## src/rtl/instr_fetch.sv

```systemverilog
// RV32I instruction fetch stage: holds the PC, issues one imem request at a time
// and presents a stable instruction word to the decoder until commit.
module instr_fetch #(
  parameter logic [31:0] RESET_PC = 32'h0000_0000,
  parameter int          XLEN     = 32
) (
  input  logic            clk,
  input  logic            rst,
  output logic            imem_req_valid,
  input  logic            imem_req_ready,
  output logic [XLEN-1:0] imem_req_addr,
  input  logic            imem_rsp_valid,
  input  logic [XLEN-1:0] imem_rsp_data,
  input  logic            commit,
  input  logic            pc_source,
  input  logic [XLEN-1:0] pc_target,
  output logic [XLEN-1:0] instr,
  output logic            instr_valid,
  output logic [XLEN-1:0] pc,
  output logic [XLEN-1:0] pc_plus4,
  output logic            fetch_fault,
  output logic [31:0]     fetch_count
);

  typedef enum logic [1:0] {
    S_REQ,
    S_WAIT,
    S_HOLD,
    S_FAULT
  } state_t;

  localparam logic [XLEN-1:0] NOP = XLEN'(32'h0000_0013);

  state_t          state, state_nxt;
  logic [XLEN-1:0] pc_nxt;
  logic            misaligned;
  logic            do_commit;
  logic            do_capture;

  assign pc_plus4      = pc + XLEN'(4);
  assign imem_req_addr = pc;

  always_comb begin
    pc_nxt     = pc_source ? pc_target : pc_plus4;
    misaligned = |pc_nxt[1:0];
  end

  always_comb begin
    state_nxt      = state;
    imem_req_valid = 1'b0;
    do_commit      = 1'b0;
    do_capture     = 1'b0;
    unique case (state)
      S_REQ: begin
        // Suppressed while rst is held so nothing is issued during reset
        imem_req_valid = ~rst;
        if (imem_req_ready && !rst)
          state_nxt = S_WAIT;
      end
      S_WAIT: begin
        if (imem_rsp_valid) begin
          do_capture = 1'b1;
          state_nxt  = S_HOLD;
        end
      end
      S_HOLD: begin
        if (commit) begin
          do_commit = 1'b1;
          state_nxt = misaligned ? S_FAULT : S_REQ;
        end
      end
      S_FAULT: state_nxt = S_FAULT;
      default: state_nxt = S_REQ;
    endcase
  end

  always_ff @(posedge clk or posedge rst) begin
    if (rst) begin
      state       <= S_REQ;
      pc          <= XLEN'(RESET_PC);
      instr       <= NOP;
      instr_valid <= 1'b0;
      fetch_fault <= 1'b0;
      fetch_count <= 32'd0;
    end else begin
      state <= state_nxt;
      if (do_capture) begin
        instr       <= imem_rsp_data;
        instr_valid <= 1'b1;
      end
      if (do_commit) begin
        instr_valid <= 1'b0;
        fetch_count <= fetch_count + 32'd1;
        // A misaligned target leaves pc pointing at the offending instruction
        if (misaligned)
          fetch_fault <= 1'b1;
        else
          pc <= pc_nxt;
      end
    end
  end

endmodule
```

## config.mk

```make
export PLATFORM = sky130hd
export DESIGN_NAME = instr_fetch
export DESIGN_NICKNAME = d
export VERILOG_FILES = /design/src/rtl/instr_fetch.sv
export SDC_FILE = /design/constraint.sdc
export NUM_CORES = 1
export LEC_CHECK = 0
export ABC_AREA = 1
export BUFFER_PORTS_ARGS = -buffer_cell sky130_fd_sc_hd__buf_2
export CAP_MARGIN = 20
export CORE_MARGIN = 4
export CORE_UTILIZATION = 53
export CTS_CLUSTER_SIZE = 28
export DETAILED_ROUTE_END_ITERATION = 16
export GPL_ROUTABILITY_DRIVEN = 0
export GPL_TIMING_DRIVEN = 0
export PLACE_DENSITY = 0.9
export SYNTH_ARGS = -nofsm -noshare
export SYNTH_HDL_FRONTEND = slang
export SYNTH_SLANG_ARGS = --single-unit
```

## constraint.sdc

```tcl
create_clock -name clk -period 5.09 [get_ports clk]
set_clock_uncertainty 0.05 [all_clocks]
set_input_delay 0.7635 -clock clk [delete_from_list [all_inputs] [get_ports clk]]
set_output_delay 0.7635 -clock clk [all_outputs]
set_load 0.005 [all_outputs]
```

After elaboration in Yosys (flattened, before gate mapping)

Cells that the tools add are included.

Register bits: 100
Bits of input ports: 70
Logic and storage cells: 37

Add/subtract/negate cells: 2
Equal/unequal tests: 6
Muxes and demuxes: 13
Bitwise gates (word level): 2
Reductions and logical operators: 8

Operators by type and width:

| kind                                                 | number |
|---|---|
| adder 32 x 1 -> 32 bit (second input constant)       | 1 |
| adder 32 x 3 -> 32 bit (second input constant)       | 1 |
| 2-to-1 mux 32 bit                                    | 1 |
| 2-to-1 mux 2 bit                                     | 4 |
| one-hot mux 2 bit (4 select lines)                   | 1 |
| 2-to-1 mux 1 bit                                     | 7 |
| inequality test 2 bit (second input constant)        | 3 |
| equality test 2 bit (second input constant)          | 2 |
| AND reduction 2 bit                                  | 2 |
| AND reduction 3 bit                                  | 1 |
| equality test 2 x 1 -> 1 bit (second input constant) | 1 |
| logical NOT 2 bit                                    | 1 |
| NOT 1 bit                                            | 2 |
| nonzero test 2 bit                                   | 1 |
| OR reduction 2 bit                                   | 1 |
| logical AND 1 bit                                    | 1 |
| logical NOT 1 bit                                    | 1 |

Longest topological paths before layout

Gate-level depths: netlist of the first run.

Word-level depth: 6
Gate-level depth with buffers: 10
Depth with buffers taken out: 10

Least setup slack after synthesis of the first run

Ideal clock, no wire load.

Kind: input -> register
From: input rst
To: register state[0]
Library setup time: 0.117 ns
Arrival time: 3.507 ns
Path slack: 1.416 ns
Stages: 6
Path buffers: 0
Cell sequence: inv_1 a21oi_1 nor3_1 nand2_1 nor2_1 nor2_1

Word-level cells in the longest chain between the ends: 4

RTL lines:

| element                         | line | RTL |
|---|---|---|
| start: declaration              | 8    | `input logic rst,` |
| logical NOT 1 bit (no line)     | -    |  |
| logical AND 1 bit               | 57   | `if (imem_req_ready && !rst)` |
| inequality test 2 bit (no line) | -    |  |
| AND reduction 3 bit (no line)   | -    |  |
| end signal: assignment          | 86   | `state <= state_nxt;` |
| end: declaration                | 34   | `state_t state, state_nxt;` |

No other way between the ends.
A chain may end at the register's enable or synchronous reset.

Worst setup path after layout of the first run

From: register pc[2], in the netlist imem_req_addr[2]
To: output pc_plus4[12]

Word-level cells in the longest chain between the ends: 1

RTL lines:

| element                  | line | RTL |
|---|---|---|
| start: declaration       | 19   | `output logic [XLEN-1:0] pc,` |
| start signal: assignment | 80   | `pc <= XLEN'(RESET_PC);` |
| start signal: assignment | 98   | `pc <= pc_nxt;` |
| adder 32 x 3 -> 32 bit   | 40   | `assign pc_plus4 = pc + XLEN'(4);` |
| end: declaration         | 20   | `output logic [XLEN-1:0] pc_plus4,` |

No other way between the ends.

==> results of run 1 <==
cell type report:
cell class | count | area, um^2 | area share (%)
repair buffers | 232 | 1180 | 15.8
multi-input cells | 555 | 2830 | 37.8
diodes | 1 | 2.50 | 0.0334
inverters | 67 | 254 | 3.39
plain buffers | 50 | 340 | 4.55
clock inverters | 7 | 67.6 | 0.903
flip-flops and latches | 100 | 2510 | 33.5
well taps | 140 | 175 | 2.34
clock buffers | 9 | 124 | 1.65
critical path: stages, from the launching register on:
cell and delay, ns:
dfrtp_1 0.47, ha_1 0.23, nand2_2 0.08, nor2_4 0.19, nand3_1 0.23, xor2_1 0.25
inv_1 0.07, buf_2 0.13
registers in the layout, summed over array words and instances (netlist names):
signal / count
imem_req_addr: 32
instr_valid: 1
state: 2
fetch_count: 32
fetch_fault: 1
instr: 32
through the flow:
stage          setup WS, ns  area [um^2]
2_1_floorplan          1.42         5930
3_3_place_gp          0.333         7260
3_5_place_dp           2.59         7290
4_1_cts                2.32         7480
5_1_grt                2.12         7480
6_report               2.26         7480
cell families after synthesis:
family,Yosys count
buf+inv,117
flops,100
fa+ha+maj,2
compound gates,43
simple gates,451
mux,32
xor+xnor,27
how the worst min path moves through the flow:
stage	depth (start not counted)	endpoint	from	slack, ns
2_1_floorplan	2	instr_valid$_DFFE_PP0P_	instr_valid$_DFFE_PP0P_	0.42
3_3_place_gp	1	fetch_fault$_DFFE_PP0P_	fetch_fault$_DFFE_PP0P_	0.41
3_5_place_dp	1	fetch_fault$_DFFE_PP0P_	fetch_fault$_DFFE_PP0P_	0.42
4_1_cts	1	fetch_fault$_DFFE_PP0P_	fetch_fault$_DFFE_PP0P_	0.45
5_1_grt	1	fetch_fault$_DFFE_PP0P_	fetch_fault$_DFFE_PP0P_	0.47
6_report	2	instr[12]$_DFFE_PP0P_	rst	0.44
metal layers:
metal	global-route usage (%)	vias to the layer above
met1	33.3	2757
met3	5.99	35
li1	-	2885
met2	43.7	269
met5	0	-
met4	8.63	0
layout by cell type (no fill, tap or decap), drive strengths merged, types with 2 or more instances in the layout:
cell type	synthesis	layout
clkinv	0	4
nand2	258	258
dfrtp	97	97
xor2	17	17
nand4	4	4
clkbuf	3	12
buf	47	279
mux2	32	32
o21ai	13	13
ha	2	2
o22ai	4	4
nand3b	9	9
nand3	41	41
xnor2	10	10
nor2	134	134
a31oi	2	2
inv	67	70
dfstp	3	3
a21oi	22	22
nor3	4	4
report_power, final:
group,leakage [nW],switching (mW),internal (mW)
Clock,0.0989,0.303,0.190
Combinational,2.74,0.825,0.878
Sequential,1.25,0.356,1.09
Total,4.09,1.48,2.16
==> results.txt, run 1 <==
Ranked by total cell area, the synthesized netlist is headed by dfrtp_1 41%, nand2_1 16%, nor2_1 7.3%. The count of distinct cell types in the synthesized netlist was 34; the number of nets still failing antenna checks after routing was 0. After synthesis, the largest family of logic cells by area is simple AND/OR/NAND/NOR gates. Routed signal wires occupy layers up through met4. The last element of the critical path is pc_plus4[12]. The routed design could run at a clock period as short as 2.83 ns. The tools report the core footprint as 10900 um^2. The run gives 1 as the number of antenna violations at the first check in global routing. The detailed router put a total of 7.14 mm of wire on met1.

The initialized floorplan defines 38 standard-cell rows. The number of gates resized after CTS was 0. The number of setup buffers added after CTS is 0. After synthesis the netlist holds a flip-flop and latch count of 100. Setup violations remaining at the end of the flow were counted as 0. Once detailed placement completed, the half-perimeter wirelength came to 13.4 mm.

For this block, the initial DRC count from the detailed router was 478. Summed over all instances, the cell type with the most area after synthesis is dfrtp_1. The worst-case IR drop observed on VDD is 0.351 mV. The worst setup path is launched from a flop. The run gives 0 as the final hold violation count. In this run the worst setup path begins at imem_req_addr[2]$_DFFE_PP0P_.

Of all flip-flops after synthesis, the portion carrying an async set or reset was 100%. The logs give 2.01 ns for the data arrival time at the worst-slack endpoint and 844 for the total nets after synthesis. The worst pin sits at a relative slew slack of 57.7%. The number of cells on the worst reg-to-reg path is 8.

The tools report the category of the worst setup path capture point as a primary output. The min-delay analysis places its worst path in the category in -> async. Clock tree synthesis selected as its root buffer the cell clkbuf_8. The tools report the destination of the worst register-to-register timing path as imem_req_addr[20]$_DFFE_PP0P_. The number of I/O pins is 233. For the worst setup path, the data required time is 4.28 ns. In the synthesized netlist, the cells that appear most often are 247 x nand2_1, 115 x nor2_1, 97 x dfrtp_1. The run gives 5946 as the number of vias after detailed routing.

After Yosys synthesis, full adders, half adders and majority gates account for 0.422% of the synthesized area. The clock passes through at most 2 buffers. The quantity of I/O buffers inserted on ports is 231.

After technology mapping, the gate count stands at 772. The warning count from the yosys run was 0. The multiplexer area fraction after synthesis works out to 6.08%.

In the final routed layout, each cell accounts on average for 14.6 um. Summed over all cells, the static leakage comes to 4.09 nW. The synthesized-area fraction occupied by ao, oa, aoi and oai cells works out to 3.84%. In this run the horizontal extent of the chip is 114 um.

The synthesized design contains 0 enable-type register cells. Entering global routing, the biggest net connects 53 pins. The pin slew with the least headroom to its limit works out to 0.634 ns.

The die covers 12900 um^2. Setup repair after global routing left no endpoint under its margin. The ratio of total power to cell area is 487 nW/um^2, and the ratio of cells with drive above 1 in the final layout is 36.2%. The ratio of routed vias to standard cells is 5.12. Of the total synthesized cell area, the portion taken by XOR and XNOR cells is 3.99%.

Clock tree synthesis found a total of 100 sinks. The number of fill cells in the layout was 879. Clock input transition at the sequential cells of the worst setup and hold paths: 0.12 ns.

Highest clock rate: 0.354 GHz. After synthesis, flip-flops and latches occupy 42.3% of the total area. For this run, the leading register cell type out of synthesis is dfrtp_1. The die is 114 um tall. In this run, CTS created clock tree buffers numbering 9. The first global-routing pass estimated 27.5 mm of wire. Summed over all nets, wire length on met2 after detailed routing comes to 8.03 mm. The starting density of the core is 54.5%. Critical setup path kind: reg -> out.

The worst register-to-register path has a setup slack of 3.30 ns. The area added between synthesis and finish is 26.2%. The number of hold buffers added after CTS was 0. By instance count, the leading cell after synthesis is nand2_1.

The final-report max-slew violation count was 0. The logs give 1161 for the final cell count without fillers and 1.39 mm for the met3 wire length. The net count of the finished layout is 1087. The number of placed instances, taps included was 1144; the power consumption was 3.64 mW. Summing every instance area after synthesis gives 5930 um^2. The largest fanout on the critical path was 6. The top cell type by area accounts for 40.9% of the synthesized area.

For this run, the share of the core covered by cells in the final layout is 68.7%. The first detailed-routing pass took 5 iterations. Summed over all failing endpoints, the final setup total negative slack is 0 ns. TritonCTS built the clock tree. Hold is met by 0.443 ns. Source-to-sink clock delay at the later pin of the worst-skew pair: 0.36 ns.

The flow ran to the end, and the final reports show no timing, DRC or antenna violations. A synthesized cell averages 7.68 um^2. The share of the clock period used by the worst path is 55.5%, and the post-synthesis simple-gate area fraction is 33.4%.

The H-tree generated during clock tree synthesis spans 3 levels. The number of max-cap violations was 0; the number of global-route vias before repair was 5731. The total overflow left after global routing is 0. Global routing used 26.0% of the available tracks across all layers. The routed design has 17.0 mm of wire. Launch point of the worst reg-to-reg path: imem_req_addr[2]$_DFFE_PP0P_.

In the routed design, unresolved DRC markers number 0.
Note: power is estimated with default switching activity, not from simulation.
==> run 2, diff against run 1 <==
Settings changed: ABC_AREA 1 to 0, CORE_UTILIZATION 53 to 43, PLACE_DENSITY 0.9 to 0.81.
Clock period 5.09 ns to 2.4 ns, I/O delays scaled along.
==> results.txt, run 2 <==
The quantity of I/O buffers inserted on ports works out to 231. The first-pass iteration count of the detailed router was 5. Setup violations remaining at the end of the flow were counted as 10.

The run gives 0 as the final-report max-slew violation count. CTS root buffer: clkbuf_16. The top cell type by area accounts for 45.8% of the synthesized area. The tools report the number of rows in the core area as 40.

Die footprint: 14200 um^2. Largest fanout on the critical path: 6. After synthesis, the largest family of logic cells by area is simple AND/OR/NAND/NOR gates.

TritonCTS built the clock tree. dfrtp_1 takes more of the synthesized area than any other cell. The clock input transition at the sequential cells of the worst setup and hold paths came out at 0.07 ns. In this run, the number of DRC markers left after iteration 0 of detailed routing was 402. TritonCTS created 9 clock buffers.

The static leakage came out at 3.91 nW. Dividing the detail-routed wire length by the instance count gives 17.5 um. Entering global routing, the biggest net connects 39 pins. Critical setup path kind: reg -> out. The category of the worst setup path capture point was a primary output. 0 antenna diodes ended up in the layout. Type of origin of the critical path: a flop.

Most common flop cell mapped by yosys: dfrtp_1. The detail route stage leaves a number of antenna-violating nets equal to 0. By area the synthesized netlist is led by dfrtp_1 46%, xnor2_1 7.3%, mux2_2 6.8%. The tools report the number of H-tree levels as 3. The area added between synthesis and finish is 46.2%, and the gate count after technology mapping is 512. After synthesis the netlist holds a flip-flop and latch count of 100.

For this run, the share of the core covered by cells in the final layout is 64.5%. The checks that failed: setup timing. The least setup slack across all paths after layout is -0.121 ns.

Among all cell types in the netlist, the one instantiated most often is dfrtp_1. The synthesized netlist devotes 8.38% of its cell area to compound gates. Summed over all failing endpoints, the final setup total negative slack is -0.601 ns. Setup repair after global routing could not meet its margin everywhere.

The worst hold path belongs to the class in -> async. For the number of fill cells in the layout, the log shows 970. Across all layers, the routed design uses 5236 vias. In the final design database the tool counted 890 nets. Headroom to the max-slew limit came out at 54.7%.

The proportion of register bits with asynchronous set or reset after synthesis was 100%. The number of placed instances, taps included was 892; the total nets after synthesis was 584. The run gives 0 as the number of remaining DRC errors. The share of the clock period used by the worst path is 105%. Data arrives at the worst endpoint at 2.11 ns. Sequential elements use 47.3% of the synthesized area. The multiplexer area fraction after synthesis came out at 7.56%. The source-to-sink clock delay at the later pin of the worst-skew pair is 0.34 ns, and the number of enable-type register cells in the synthesized netlist is 0.

The tools report the number of sinks on the clock net as 100. Static timing analysis puts the maximum clock frequency at 0.397 GHz. The cell area that synthesis handed to floorplanning was 5300 um^2.

Summed over all layers, the global routing overflow is 0. The clock passes through at most 2 buffers. The number of global-route vias before repair came out at 4823. The pin slew with the least headroom to its limit came out at 0.679 ns. Measured along the x axis, the die boundary spans 119 um. Dividing total power by cell area gives a power density of 1010 nW/um^2. Sorting the synthesized cells by how often they occur yields 97 x dfrtp_1, 44 x xnor2_1, 41 x nand2_1. The first global-routing pass estimated 25.1 mm of wire. The most frequent standard cell in the layout excluding fill and tap cells is buf_2.

For the final cell count without fillers, the log shows 970. The number of different library cells used by synthesis comes to 53. Data on the critical path is required at its endpoint by 1.99 ns.

The warning count from the yosys run was 0; the xor/xnor share of the synthesized area was 9.75%. The starting density of the core is 44.1%, and the synthesized-area fraction occupied by adder cells is 0.472%. Summed over all layers, the routed wires come to 17.0 mm. During I/O placement, the number of pins put on the boundary was 233. The post-synthesis simple-gate area fraction works out to 19.4%. The die is 119 um tall.

The final hold violation count came out at 0. In the layout the commonest cells are 233 x buf_2, 91 x buf_4, 77 x dfrtp_1. The number of antenna violations at the first check in global routing was 2; the worst reg2reg path depth was 6.

Summed over all nets, the half-perimeter wirelength after detailed placement is 11.6 mm. The run finished, with violations left. Cells with a size suffix above 1 make up 54.2% of the layout. The mean post-synth cell area came out at 10.3 um^2. The tool flagged a number of max-cap violations equal to 0. The floorplan step defined a core boundary enclosing 12000 um^2. The worst-case vdd ir drop is 0.655 mV, and the total routing resource utilization after global routing is 21.7%. The minimum clock period works out to 2.52 ns. The ratio of routed vias to standard cells works out to 5.40.
-- run 2: changes by cell type in the layout (fill, tap and decap cells not counted), sizes merged, moves of 10 or more --
| cell | before | now |
|---|---|---|
| and3 | 0 | 10 |
| nor2 | 134 | 31 |
| nand3 | 41 | 31 |
| xnor2 | 10 | 44 |
| clkbuf | 12 | 25 |
| nand4 | 4 | 14 |
| nor3 | 4 | 15 |
| and4 | 0 | 14 |
| nand2 | 258 | 42 |
| buf | 279 | 335 |
| a21oi | 22 | 11 |
| inv | 70 | 10 |
-- run 2: repair_timing --
action | in CTS | in global routing
gates resized for setup | 38 | 39
setup buffers | 21 | 45
hold buffers | 0 | 0
pin swaps | 14 | 19
endpoints found under the hold margin | 0 | 0
endpoints found under the setup margin | 27 | 27
-- run 2: metal layers --
layer	global-route usage [%]	vias to the layer above	share of wire (%)
li1	-	2395	-
met1	28.4	2564	40
met2	35.7	239	50
met3	5.89	34	7.9
met4	5.79	4	1.6
met5	0	-	0.12
-- run 2: metrics by stage --
stage               hold slack [ns]  setup WS, ns  instance area, um^2  power (mW)
global placement              0.384        -0.385                 6640        5.53
CTS                           0.103        -0.145                 7280        7.41
floorplan                     0.401        0.0813                 5300        4.26
detailed placement            0.403        -0.441                 6680        5.62
finish                       0.0841        -0.121                 7750        7.79
global route                  0.119        -0.215                 7750        8.25
-- run 2: worst max-delay path, cell delays in order (launching register included) --
cell and delay (ns):
dfrtp_1 0.36, buf_6 0.12, nand3_4 0.09, or4_4 0.63, nor4_4 0.28, xor2_1 0.16, buf_2 0.13
-- run 2: report_power, final --
group / switching [mW] / leakage [nW] / internal, mW
registers: 0.554 / 1.22 / 2.27
clock network: 0.686 / 0.145 / 0.824
logic: 1.52 / 2.54 / 1.94
total: 2.76 / 3.91 / 5.03
-- run 2: final timing paths --
path,start,to,slack (ns)
setup / recovery,imem_req_addr[5]$_DFFE_PP0P_,pc_plus4[24],-0.12
hold / removal,rst,instr[25]$_DFFE_PP0P_,0.08
setup reg to reg,imem_req_addr[0]$_DFFE_PP0P_,imem_req_addr[22]$_DFFE_PP0P_,0.07
hold reg to reg,fetch_fault$_DFFE_PP0P_,fetch_fault$_DFFE_PP0P_,0.42
max in group asynchronous,rst,imem_req_addr[23]$_DFFE_PP0P_,1.34
min in group clk,imem_rsp_data[21],instr[21]$_DFFE_PP0P_,0.20
-- run 2: cell type report --
type	instances	area, um^2	area share, %
repair buffers	298	1710	22.1
plain buffers	52	334	4.31
clock buffers	10	229	2.96
multi-input cells	348	2650	34.1
clock inverters	6	71.3	0.921
inverters	9	37.5	0.485
well taps	147	184	2.37
flip-flops and latches	100	2530	32.7
-- run 2: logic make-up (layout without fill, tap and decap cells) --
kind of cell | count (synthesis) | count (layout)
flops | 100 | 100
mux | 36 | 36
buf+inv | 64 | 375
compound gates | 68 | 68
simple gates | 183 | 183
xor+xnor | 59 | 59
fa+ha+maj | 2 | 2
